<file path="config.mk">
export PLATFORM = sky130hd
export DESIGN_NAME = cdc_fifo_wr_arbiter_flat
export DESIGN_NICKNAME = d
export VERILOG_FILES = /design/src/rtl/cdc_fifo_wr_arbiter_if.sv /design/src/rtl/cdc_fifo_wr_arbiter.sv /design/src/flat_wrapper.sv
export SDC_FILE = /design/constraint.sdc
export NUM_CORES = 1
export LEC_CHECK = 0
export BUFFER_PORTS_ARGS = -buffer_cell sky130_fd_sc_hd__buf_2
export CAP_MARGIN = 20
export CORE_UTILIZATION = 30
export CTS_CLUSTER_DIAMETER = 150
export DETAILED_ROUTE_END_ITERATION = 8
export SLEW_MARGIN = 20
export SYNTH_ARGS = -nofsm -noshare
export SYNTH_HDL_FRONTEND = slang
export SYNTH_SLANG_ARGS = --single-unit
</file>
<file path="constraint.sdc">
create_clock -name wr_clk -period 1.8 [get_ports wr_clk]
set_input_delay 0.36 -clock wr_clk [delete_from_list [all_inputs] [get_ports wr_clk]]
set_output_delay 0.36 -clock wr_clk [all_outputs]
set_load 0.02 [all_outputs]
</file>
<file path="src/rtl/cdc_fifo_wr_arbiter_if.sv">
// Bundle of the requester handshake and FIFO write-side signals.
// The master modport is the arbiter's view. The slave modport is the
// environment's view: requesters plus the FIFO write port.
interface cdc_fifo_wr_arbiter_if #(
    parameter int DATA_WIDTH = 4,
    parameter int NUM_REQ    = 4
) ();

    logic [NUM_REQ-1:0]            req_valid;
    logic [NUM_REQ*DATA_WIDTH-1:0] req_data;
    logic [NUM_REQ-1:0]            req_ready;
    logic                          wr_full;
    logic                          wr_en;
    logic [DATA_WIDTH-1:0]         wr_data;

    modport master (
        input  req_valid,
        input  req_data,
        input  wr_full,
        output req_ready,
        output wr_en,
        output wr_data
    );

    modport slave (
        output req_valid,
        output req_data,
        output wr_full,
        input  req_ready,
        input  wr_en,
        input  wr_data
    );

endinterface

</file>
<file path="src/rtl/cdc_fifo_wr_arbiter.sv">
// Round-robin write arbiter in front of the write side of a CDC FIFO.
// Each grant covers a burst of up to BURST_MAX writes. A burst ends early
// when the granted requester drops valid. A full FIFO only stalls the burst
// and never ends it.
module cdc_fifo_wr_arbiter #(
    parameter int DATA_WIDTH = 4,
    parameter int NUM_REQ    = 4,
    parameter int BURST_MAX  = 4
) (
    input  logic                       wr_clk,
    input  logic                       wr_rst_n,
    cdc_fifo_wr_arbiter_if.master      bus,
    output logic [$clog2(NUM_REQ)-1:0] gnt_id,
    output logic                       busy,
    output logic [15:0]                full_stall_cnt
);

    localparam int         GNT_W      = $clog2(NUM_REQ);
    localparam logic [3:0] BURST_LAST = 4'(BURST_MAX - 1);

    typedef enum logic [0:0] {
        IDLE  = 1'b0,
        BURST = 1'b1
    } state_t;

    state_t             state_q;
    state_t             state_d;
    logic [GNT_W-1:0]   last_gnt;
    logic [GNT_W-1:0]   arb_pick;
    logic [GNT_W-1:0]   cand;
    logic               arb_found;
    logic [3:0]         burst_cnt;
    logic               gnt_valid;

    assign gnt_valid = bus.req_valid[gnt_id];

    // Rotating-priority pick: scan upward from last_gnt+1, wrapping, so the
    // requester served last is considered last.
    always_comb begin
        arb_found = 1'b0;
        arb_pick  = '0;
        cand      = '0;
        for (int k = 1; k <= NUM_REQ; k++) begin
            cand = GNT_W'((int'(last_gnt) + k) % NUM_REQ);
            if (!arb_found && bus.req_valid[cand]) begin
                arb_found = 1'b1;
                arb_pick  = cand;
            end
        end
    end

    // State register.
    always_ff @(posedge wr_clk) begin
        if (!wr_rst_n) begin
            state_q <= IDLE;
        end else begin
            state_q <= state_d;
        end
    end

    // Next state: grant from IDLE, leave BURST on release or the final write.
    always_comb begin
        state_d = state_q;
        case (state_q)
            IDLE: begin
                if (arb_found) begin
                    state_d = BURST;
                end
            end
            BURST: begin
                if (!gnt_valid) begin
                    state_d = IDLE;
                end else if (bus.wr_en && (burst_cnt == BURST_LAST)) begin
                    state_d = IDLE;
                end
            end
            default: state_d = IDLE;
        endcase
    end

    // Outputs: only the granted requester is acked, and only when the FIFO can take the word.
    always_comb begin
        bus.req_ready = '0;
        bus.wr_en     = (state_q == BURST) && gnt_valid && !bus.wr_full && wr_rst_n;
        bus.req_ready[gnt_id] = bus.wr_en;
        bus.wr_data   = bus.req_data[gnt_id*DATA_WIDTH +: DATA_WIDTH];
        busy          = (state_q == BURST);
    end

    // Grant bookkeeping: capture the pick, count burst writes, remember who was served.
    always_ff @(posedge wr_clk) begin
        if (!wr_rst_n) begin
            gnt_id    <= '0;
            last_gnt  <= GNT_W'(NUM_REQ - 1);
            burst_cnt <= 4'd0;
        end else begin
            if (state_q == IDLE) begin
                if (arb_found) begin
                    gnt_id    <= arb_pick;
                    burst_cnt <= 4'd0;
                end
            end else begin
                if (bus.wr_en) begin
                    burst_cnt <= burst_cnt + 4'd1;
                end
                if (state_d == IDLE) begin
                    last_gnt <= gnt_id;
                end
            end
        end
    end

    // Saturating count of cycles where the granted requester was blocked by a full FIFO.
    always_ff @(posedge wr_clk) begin
        if (!wr_rst_n) begin
            full_stall_cnt <= 16'd0;
        end else if ((state_q == BURST) && gnt_valid && bus.wr_full &&
                     (full_stall_cnt != 16'hFFFF)) begin
            full_stall_cnt <= full_stall_cnt + 16'd1;
        end
    end

endmodule

</file>
<file path="src/flat_wrapper.sv">
// flat-port wrapper written by rule: the top's interface ports become plain ports
module cdc_fifo_wr_arbiter_flat 
#(
    parameter int DATA_WIDTH = 4,
    parameter int NUM_REQ    = 4,
    parameter int BURST_MAX  = 4
)
  (wr_clk, wr_rst_n, gnt_id, busy, full_stall_cnt, bus_req_valid, bus_req_data, bus_wr_full, bus_req_ready, bus_wr_en, bus_wr_data);
  cdc_fifo_wr_arbiter_if #(.DATA_WIDTH(DATA_WIDTH), .NUM_REQ(NUM_REQ)) bus_i ();
  input  logic wr_clk;
  input  logic wr_rst_n;
  output logic [$clog2(NUM_REQ)-1:0] gnt_id;
  output logic busy;
  output logic [15:0] full_stall_cnt;
  input wire logic [$bits(bus_i.req_valid)-1:0] bus_req_valid;
  input wire logic [$bits(bus_i.req_data)-1:0] bus_req_data;
  input wire logic [$bits(bus_i.wr_full)-1:0] bus_wr_full;
  output wire logic [$bits(bus_i.req_ready)-1:0] bus_req_ready;
  output wire logic [$bits(bus_i.wr_en)-1:0] bus_wr_en;
  output wire logic [$bits(bus_i.wr_data)-1:0] bus_wr_data;
  assign bus_i.req_valid = bus_req_valid;
  assign bus_i.req_data = bus_req_data;
  assign bus_i.wr_full = bus_wr_full;
  assign bus_req_ready = bus_i.req_ready;
  assign bus_wr_en = bus_i.wr_en;
  assign bus_wr_data = bus_i.wr_data;
  cdc_fifo_wr_arbiter #(.DATA_WIDTH(DATA_WIDTH), .NUM_REQ(NUM_REQ), .BURST_MAX(BURST_MAX)) u_core (.wr_clk(wr_clk), .wr_rst_n(wr_rst_n), .bus(bus_i), .gnt_id(gnt_id), .busy(busy), .full_stall_cnt(full_stall_cnt));
endmodule
</file>
==> results by group, run 1 <==
Status
  • Status: finished with violations
  • Failing checks: negative setup slack

Clock network
  • Longest Clk Path Bufs: 2
  • Post-CTS Hold Fix Bufs: 0
  • Clock-pin transition on the worst setup and hold timing paths: 80 ps
  • H-tree depth: 1
  • Root Driver: clkbuf_8
  • TritonCTS buffer count: 3
  • CTS sink count: 25
  • Worst-skew pair later-pin latency: 260 ps
  • CTS tree: yes

Logic synthesis
  • Top cells by area, synth: dfxtp_1, mux4_2, nor2_1
  • Post-synth top cells: dfxtp_1, nor2_1, a21oi_1, nand3_1, nand2_1
  • Avg Cell Area, Syn: 8.54 um^2
  • FFs w/ async S/R, synth: 0
  • Synth Instances: 171
  • Post-synthesis register bit count: 25
  • Post-Syn Area: 1460 um^2
  • Syn Nets: 196
  • Area leader, netlist: dfxtp_1
  • Synth Flop Type: dfxtp_1
  • Count leader, synth: dfxtp_1
  • Cell variety after synth: 44
  • EDFF count, synth: 0
  • Ys Warns: 0
  • Yosys top cell area share: 0.343
  • Seq/Total Area, Yosys: 0.343

Timing
  • Unrepaired setup endpoints after global routing: yes
  • Slew headroom: 0.771
  • Minimum clock period: 1990 ps
  • Final worst-path cycle share: 1.11
  • Final Hold Fails: 0
  • Final setup margin: -192 ps
  • Fmax: 502 MHz
  • Skew final: 6.57 ps
  • Tightest Pin Transition: 339 ps
  • Final setup violation count: 10
  • Final hold slack: 347 ps
  • Slew Viols, Final: 0

Setup path
  • Critical Path AT: 1630 ps
  • WP data required: 1440 ps
  • Critical Path Fanout Max: 4
  • Critical path endpoint category: primary output
  • CP startpoint kind: flip-flop
  • CP Class: reg -> out

Cells and area
  • ANT cells: 0
  • Syn-to-layout area delta: 62.3%
  • Post-layout util: 0.505
  • Post-layout nets: 291
  • Ratio of cells with drive above 1 in the final layout: 0.498

Routing
  • WL per Instance: 13.1 um
  • Initial drt markers: 92
  • TritonRoute pass-1 iters: 4
  • DRC Markers: 0
  • Vias: 1689
  • Antenna viol nets, final: 0
  • Final wirelength: 4170 um
  • Via/cell ratio: 5.29

GRT
  • Total global routing track utilization: 0.165
  • Vias in the first global route: 1558
  • Initial antenna violation count: 0
  • Largest net degree at the start of global routing: 14
  • Global route total overflow: 0
  • First-pass GRT wire length: 6860 um

Power
  • Cell leakage power: 1.02 nW
  • PwrDens: 563 nW/um^2
  • Worst vdd ir: 0.436 mV

Place
  • Post-DP HPWL: 2980 um
  • Count of input and output buffers: 50
  • Gpl congestion: 0.756

Floorplan
  • Die Y: 71.8 um
  • Area of the core: 4690 um^2
  • Die Area: 5150 um^2
  • Site Rows: 25
  • Starting Density: 0.311
  • Width of the die: 71.8 um
  • IO Pins: 51

Hold path
  • HP Class: in -> reg

Job
  • Max Cap Viol: 0
## power by group
part	internal, mW	total (mW)	switching [mW]	leakage [nW]
clock	0.158	0.324	0.166	0.0228
sequential	0.570	0.589	0.0194	0.206
combinational	0.231	0.420	0.189	0.796
total	0.959	1.33	0.374	1.02
## cells in the final DEF, fill, tap and decap left out, types with 5 or more instances in the layout
cell type / count
buf_6: 11
buf_2: 43
mux4_2: 5
nor2_1: 15
buf_4: 38
dfxtp_1: 19
nand2_1: 9
o21ai_0: 8
o211ai_1: 5
nand4_1: 8
o31ai_1: 5
nand2b_1: 5
a21oi_1: 7
dfxtp_2: 5
nand3_1: 10
## logic make-up after synthesis
logic type / after synthesis / synth area share
DFF: 25 / 0.343
and+or+nand+nor: 74 / 0.272
adders and majority gates: 2 / 0.0171
AOI/OAI and AO/OA: 43 / 0.196
xor gates and xnor gates: 5 / 0.0300
muxes: 9 / 0.105
buffers and inverters: 13 / 0.0377
## through the flow
| stage | worst slack (ps) | cells | power (mW) | instance area (um^2) | setup TNS (ps) |
|---|---|---|---|---|---|
| 2_1_floorplan | -83.5 | 171 | 0.788 | 1470 | -167 |
| 3_3_place_gp | -48.3 | 303 | 0.913 | 2030 | -86.1 |
| 3_5_place_dp | -47.2 | 303 | 0.916 | 2030 | -140 |
| 4_1_cts | -180 | 314 | 1.33 | 2250 | -1200 |
| 5_1_grt | -265 | 319 | 1.40 | 2370 | -1920 |
| 6_report | -192 | 319 | 1.33 | 2370 | -1090 |
## final timing paths
path	startpoint	endpoint	slack, ps	cells past startpoint
worst max-delay path	u_core.gnt_id[1]	bus_req_ready[3]	-190	5
worst min-delay path	wr_rst_n	u_core.last_gnt[1]	350	2
worst max register to register	u_core.gnt_id[1]	u_core.full_stall_cnt[15]	-50	7
worst min register to register	u_core.burst_cnt[3]	u_core.burst_cnt[3]	490	1
## repair_timing
action                                  CTS  global route
setup buffers                             5             6
resized for setup                        21            21
gates cloned                              2             0
endpoints found under the setup margin   12            21
pin swaps                                 5             9
## final cells by class
type | count | area [um^2]
Tap cell | 54 | 67.6
Fill cell | 458 | 2320
Timing Repair Buffer | 96 | 712
Clock buffer | 4 | 45.0
Sequential cell | 25 | 510
Multi-Input combinational cell | 134 | 1010
Inverter | 6 | 22.5
## critical path, cell delays in order (launching register included)
cell      delay [ps]
dfxtp_2          350
mux4_2           510
nand4b_1         150
inv_2             80
and3_4           150
buf_6            120
## sequential cells by signal (all words and copies together) (netlist names)
register               flops
u_core.full_stall_cnt     16
u_core.busy                1
u_core.last_gnt            2
u_core.gnt_id              2
u_core.burst_cnt           4
## routing by layer
layer | routed length [um] | track usage | vias up
li1 | - | - | 842
met1 | 1820 | 0.205 | 781
met2 | 2030 | 0.297 | 60
met3 | 267 | 0.0323 | 6
met4 | 56 | 0.0349 | 0
met5 | 0 | 0 | -
Power figures use the tool's default switching activity.
==> inputs of run 2 (changes only) <==
- REMOVE_ABC_BUFFERS: default -> 1
==> run 2 against run 1 <==
The run still ends with negative setup slack left; die area did not move; non-clock buffer count fell by 2; critical path depth did not move; worst hold slack improved by 110 ps; setup slack improved by 6.1 ps; sequential cell count did not move; wire length rose by 2.1%; via count fell by 2.3%; core utilization fell by 0.59 points; first-iteration DRC count fell by 2.2%; clock skew fell by 5.2 ps; final cell count fell by 0.63%.
==> results by group, run 2 (synthesis gave the netlist of run 1 again) <==
Routing
  • TritonRoute pass-1 iters: 4 (unchanged)
  • WL per Instance: 13.4 um (+2.7%)
  • Initial drt markers: 90 (-2.2%)
  • Antenna viol nets, final: 0 (unchanged)
  • DRC Markers: 0 (unchanged)
  • Vias: 1650 (-2.3%)
  • Final wirelength: 4260 um (+2.1%)
  • Via/cell ratio: 5.21 (-1.7%)

Timing
  • Tightest Pin Transition: 415 ps (+75.4 ps)
  • Setup TNS: -1320 ps (-231 ps)
  • Final setup margin: -186 ps (+6.06 ps)
  • Skew final: 1.40 ps (-5.16 ps)
  • Final setup violation count: 16 (+6)
  • Unrepaired setup endpoints after global routing: yes
  • Slew Viols, Final: 0 (unchanged)
  • Final worst-path cycle share: 1.10 (-0.00337)
  • Final Hold Fails: 0 (unchanged)
  • Slew headroom: 0.720 (-0.0510)
  • Minimum clock period: 1990 ps (-6.06 ps)
  • Fmax: 504 MHz (+0.31%)

Floorplan
  • IO Pins: 51 (unchanged)
  • Site Rows: 25 (unchanged)
  • Width of the die: 71.8 um (unchanged)
  • Die Area: 5150 um^2 (unchanged)
  • Area of the core: 4690 um^2 (unchanged)
  • Die Y: 71.8 um (unchanged)
  • Starting Density: 0.311 (unchanged)

Setup path
  • WP data required: 1440 ps (about the same)
  • Setup slack, reg-to-reg: -100 ps (-50 ps)
  • CP startpoint kind: flip-flop
  • R2R cell count: 8 (+1)
  • R2R Path End: u_core.full_stall_cnt[13]
  • CP Class: reg -> out
  • Critical Path AT: 1630 ps (about the same)
  • Critical Path Fanout Max: 4 (unchanged)
  • Worst r2r src: u_core.gnt_id[1]
  • Critical path endpoint category: primary output

Cells and area
  • Top reg by flops: u_core.full_stall_cnt
  • Post-route cell area: 2340 um^2 (-1.2%)
  • Sequential Area: 505 um^2 (-0.98%)
  • Largest registers: u_core.full_stall_cnt: 16 flops, u_core.burst_cnt: 4 flops
  • Syn-to-layout area delta: 60.4%
  • Multi-input logic area: 1050 um^2 (+3.3%)
  • Post-layout nets: 289 (-0.69%)
  • Ratio of cells with drive above 1 in the final layout: 0.490 (-0.00762)
  • Most frequent cells in the layout: buf_2, buf_4, dfxtp_1, nor2_1, buf_6
  • ANT cells: 0 (unchanged)
  • Max reg flops: 16 (unchanged)
  • Post-layout util: 0.499 (-0.00587)
  • Fillers: 455 (-0.66%)

GRT
  • First-pass GRT wire length: 6700 um (-2.3%)
  • Vias in the first global route: 1482 (-4.9%)
  • Largest net degree at the start of global routing: 16 (+2)
  • Total global routing track utilization: 0.163 (-0.00212)
  • Global route total overflow: 0 (unchanged)
  • Initial antenna violation count: 0 (unchanged)

Place
  • Gpl congestion: 0.767 (+1.4%)
  • Placement Cell Area: 1990 um^2 (-2.0%)
  • Count of input and output buffers: 50 (unchanged)
  • Worst slack, placed: -91.8 ps (-44.6 ps)
  • Post-DP HPWL: 3030 um (+1.6%)

Hold path
  • HP Class: in -> reg
  • Worst hold stages: 3 (+1)
  • Hold worst-path end: u_core.last_gnt[1]
  • HP Start: wr_rst_n

Power
  • Clock power share: 0.260 (+0.017)
  • Worst vdd ir: 0.703 mV (+61%)
  • Total power: 1.33 mW (-0.53%)
  • NetSw: 396 uW (+5.8%)
  • Seq pwr share: 0.448 (+0.006)
  • Cell leakage power: 1.00 nW (-2.2%)
  • Sw Ratio: 0.299 (+0.0180)
  • Cell Int Power: 930 uW (-3.0%)
  • PwrDens: 566 nW/um^2 (+0.64%)
  • Combinational power share: 0.292 (-0.023)

Clock network
  • CTS tree: yes
  • Root Driver: clkbuf_8
  • Worst-skew pair later-pin latency: 270 ps (about the same)
  • Post-CTS Hold Fix Bufs: 0 (unchanged)
  • H-tree depth: 1 (unchanged)
  • Clock-pin transition on the worst setup and hold timing paths: 90 ps (about the same)
  • CTS sink count: 25 (unchanged)
  • TritonCTS buffer count: 3 (unchanged)
  • Longest Clk Path Bufs: 2 (unchanged)

Job
  • Max Cap Viol: 0 (unchanged)

Status
  • Failing checks: negative setup slack
  • Status: finished with violations
-- run 2: changes by cell type in the layout (fill, tap and decap cells not counted), moves of 2 or more --
| cell | change |
|---|---|
| o31ai_4 | +2 |
| dfxtp_2 | -4 |
| nand3_2 | +2 |
| buf_12 | -2 |
| dfxtp_1 | +4 |
| buf_2 | -2 |
| o31ai_1 | -2 |
| buf_4 | +3 |
-- run 2: critical path: stages (launching register included) --
cell	delay [ps]
dfxtp_2	350
mux4_2	520
nand4b_1	140
inv_2	70
and3_4	150
buf_6	120
-- run 2: routing by layer --
| metal | share of wire | up-vias | track usage |
|---|---|---|---|
| met5 | 0 | - | 0 |
| met4 | 0.0033 | 0 | 0.0196 |
| met3 | 0.056 | 2 | 0.0352 |
| met2 | 0.49 | 56 | 0.317 |
| met1 | 0.45 | 756 | 0.186 |
| li1 | - | 836 | - |
-- run 2: worst max-delay path by stage --
stage	from	slack [ps]	to
2_1_floorplan	u_core.gnt_id[1]	-470	bus_req_ready[3]
3_3_place_gp	bus_req_valid[3]	-50	bus_req_ready[3]
3_5_place_dp	bus_req_valid[3]	-90	bus_req_ready[3]
4_1_cts	u_core.gnt_id[1]	-200	bus_req_ready[1]
5_1_grt	u_core.gnt_id[1]	-250	bus_req_ready[3]
6_report	u_core.gnt_id[1]	-190	bus_req_ready[3]
-- run 2: layout make-up --
cell class | count | share of cell area
clock inverters | 1 | 0.00321
clock buffers | 3 | 0.0176
flip-flops and latches | 25 | 0.216
multi-input cells | 134 | 0.447
inverters | 6 | 0.00962
repair buffers | 94 | 0.278
well taps | 54 | 0.0288
-- run 2: per-stage QoR --
stage,hold WS (ps),cells
6_report,458,317
5_1_grt,454,317
4_1_cts,453,311
3_5_place_dp,471,301
3_3_place_gp,467,301
2_1_floorplan,422,164
-- run 2: power by group through the flow --
stage	logic, mW	clock network, mW	registers [mW]
4_1_cts	0.356	0.356	0.594
3_3_place_gp	0.296	0	0.603
2_1_floorplan	0.146	0	0.627
3_5_place_dp	0.301	0	0.605
5_1_grt	0.418	0.382	0.597
6_report	0.388	0.344	0.594
-- run 2: what timing repair did --
action,CTS,global route
hold endpoints to repair,0,0
resized for setup,26,26
gates cloned,1,0
pin swaps,6,13
endpoints found under the setup margin,13,17
setup buffers,6,6
==> inputs of run 3 (changes only) <==
==> constraint.sdc (replaced) <==
create_clock -name wr_clk -period 1.8 [get_ports wr_clk]
set_input_delay 0.36 -clock wr_clk [delete_from_list [all_inputs] [get_ports wr_clk]]
set_output_delay 0.36 -clock wr_clk [all_outputs]
set_load 0.05 [all_outputs]
==> run 3 against run 2 <==
The run still ends with negative setup slack left; design area down 3.9%; combinational power up 11%; setup slack got worse by 45 ps; non-clock buffer count is 4 lower; worst hold slack improved by 12 ps; count of clock-buffer cells in the layout rose by 1; final cell count is 1.3% lower; critical path type unchanged; critical endpoint is now bus_req_ready[1]; largest power group unchanged.
==> results by group, run 3 (synthesis gave the netlist of run 1 again) <==
Status
  • Status: finished with violations
  • Failing checks: negative setup slack

Routing
  • Final wirelength: 4170 um (-2.1%)
  • Antenna viol nets, final: 0 (unchanged)
  • Vias: 1655 (+0.30%)
  • WL per Instance: 13.3 um (-0.89%)
  • Via/cell ratio: 5.29 (+1.6%)
  • TritonRoute pass-1 iters: 4 (unchanged)
  • DRC Markers: 0 (unchanged)
  • Initial drt markers: 104 (+16%)

Cells and area
  • Finished Layout Cells: 313 (-1.3%)
  • Most frequent cells in the layout: buf_2, buf_4, dfxtp_1, nor2_1, nand3_1
  • ANT cells: 0 (unchanged)
  • Top reg by flops: u_core.full_stall_cnt
  • Post-layout nets: 285 (-1.4%)
  • Max reg flops: 16 (unchanged)
  • Fillers: 474 (+4.2%)
  • Sequential Area: 505 um^2 (unchanged)
  • Largest registers: u_core.full_stall_cnt: 16 flops, u_core.burst_cnt: 4 flops
  • Multi-input logic area: 985 um^2 (-5.9%)
  • Syn-to-layout area delta: 54.2%
  • Ratio of cells with drive above 1 in the final layout: 0.448 (-0.0426)
  • Most common cell after layout, fill and taps aside: buf_2

Timing
  • Final Hold Fails: 0 (unchanged)
  • Slew headroom: 0.758 (+0.0388)
  • Final setup violation count: 15 (-1)
  • Final hold slack: 470 ps (+11.7 ps)
  • Slew Viols, Final: 0 (unchanged)
  • Final setup margin: -231 ps (-45.3 ps)
  • Final worst-path cycle share: 1.13 (+0.0252)
  • Tightest Pin Transition: 357 ps (-57.4 ps)
  • Minimum clock period: 2030 ps (+45.3 ps)
  • Skew final: 4.21 ps (+2.81 ps)
  • Unrepaired setup endpoints after global routing: yes
  • Fmax: 492 MHz (-2.2%)

Power
  • Total power: 1.36 mW (+2.2%)
  • Cell leakage power: 0.975 nW (-2.7%)
  • Sw Ratio: 0.321 (+0.0219)
  • Worst vdd ir: 0.263 mV (-63%)
  • Combinational power share: 0.318 (+0.026)
  • Seq pwr share: 0.436 (-0.012)
  • NetSw: 435 uW (+9.7%)
  • PwrDens: 602 nW/um^2 (+6.4%)
  • Clock power share: 0.246 (-0.014)
  • Cell Int Power: 921 uW (-0.97%)

Clock network
  • H-tree depth: 1 (unchanged)
  • CTS tree: yes
  • Longest Clk Path Bufs: 2 (unchanged)
  • TritonCTS buffer count: 3 (unchanged)
  • Root Driver: clkbuf_8
  • CTS sink count: 25 (unchanged)
  • Clock-pin transition on the worst setup and hold timing paths: 80 ps (about the same)
  • Post-CTS Hold Fix Bufs: 0 (unchanged)
  • Worst-skew pair later-pin latency: 270 ps (about the same)

GRT
  • Initial antenna violation count: 0 (unchanged)
  • Total global routing track utilization: 0.161 (-0.00216)
  • Vias in the first global route: 1603 (+8.2%)
  • Global route total overflow: 0 (unchanged)
  • Largest net degree at the start of global routing: 14 (-2)
  • First-pass GRT wire length: 6710 um (+0.10%)

Hold path
  • HP Class: in -> reg

Place
  • Placed cell count: 301 (unchanged)
  • Gpl congestion: 0.779 (+1.5%)
  • Worst slack, placed: -132 ps (-40.1 ps)
  • Post-DP HPWL: 2940 um (-2.8%)
  • Count of input and output buffers: 50 (unchanged)

Floorplan
  • Die Y: 71.8 um (unchanged)
  • Area of the core: 4690 um^2 (unchanged)
  • IO Pins: 51 (unchanged)
  • Starting Density: 0.311 (unchanged)
  • Site Rows: 25 (unchanged)
  • Width of the die: 71.8 um (unchanged)
  • Die Area: 5150 um^2 (unchanged)

Setup path
  • CP Class: reg -> out
  • CP startpoint kind: flip-flop
  • Critical Path AT: 1670 ps (+40 ps)
  • Slowest stage delay, CP: 340 ps (-180 ps)
  • Critical Path Fanout Max: 3 (-1)
  • Critical path endpoint category: primary output
  • Slowest CP cell: mux4_2
  • CP cell instances: mux4_2, nand4b_1, buf_4, nor3b_2, buf_6
  • WP data required: 1440 ps (about the same)

Job
  • Max Cap Viol: 0 (unchanged)
==> run 3: cell type report <==
type	count	area share
tap	54	0.0300
sequential	25	0.225
multi-input combinational	134	0.437
timing repair buffer	90	0.278
clock buffer	4	0.0200
inverter	6	0.0100
==> run 3: critical path, delay by kind of cell, from the launching register on <==
| kind | cells | cell delay (ps) |
|---|---|---|
| simple gates | 2 | 350 |
| mux | 1 | 340 |
| buf+inv | 2 | 370 |
| flops | 1 | 330 |
==> run 3: worst paths after layout <==
kind	from	endpoint	slack, ps	depth (start not counted)
worst max register to register	u_core.gnt_id[1]	u_core.full_stall_cnt[15]	-60	6
worst max-delay path	u_core.gnt_id[1]	bus_req_ready[1]	-230	5
worst min-delay path	wr_rst_n	u_core.last_gnt[1]	470	3
worst min register to register	u_core.burst_cnt[3]	u_core.burst_cnt[3]	490	1
==> run 3: per-layer routing <==
layer,track usage,share of wire
met4,0.0327,0.0082
met1,0.188,0.44
met5,0,0
met2,0.309,0.51
met3,0.0225,0.049
==> run 3: power groups by stage <==
| stage | clock network, mW | logic [mW] | registers [mW] |
|---|---|---|---|
| floorplan | 0 | 0.186 | 0.649 |
| global placement | 0 | 0.353 | 0.603 |
| detailed placement | 0 | 0.357 | 0.603 |
| CTS | 0.353 | 0.416 | 0.591 |
| global route | 0.364 | 0.461 | 0.594 |
| finish | 0.334 | 0.431 | 0.591 |
==> run 3: per-stage QoR <==
step | setup TNS, ps | cell area, um^2 | util
2_1_floorplan | -12660 | 1430 | -
3_3_place_gp | -423 | 1990 | 0.425
3_5_place_dp | -655 | 1990 | 0.425
4_1_cts | -1100 | 2180 | 0.464
5_1_grt | -2690 | 2250 | 0.480
6_report | -1230 | 2250 | 0.480
==> run 3: repair_timing <==
action / 4_1_cts / 5_1_grt
setup buffers: 6 / 1
pin swaps: 1 / 6
resized for setup: 29 / 13
gates cloned: 0 / 1
endpoints found under the setup margin: 17 / 25
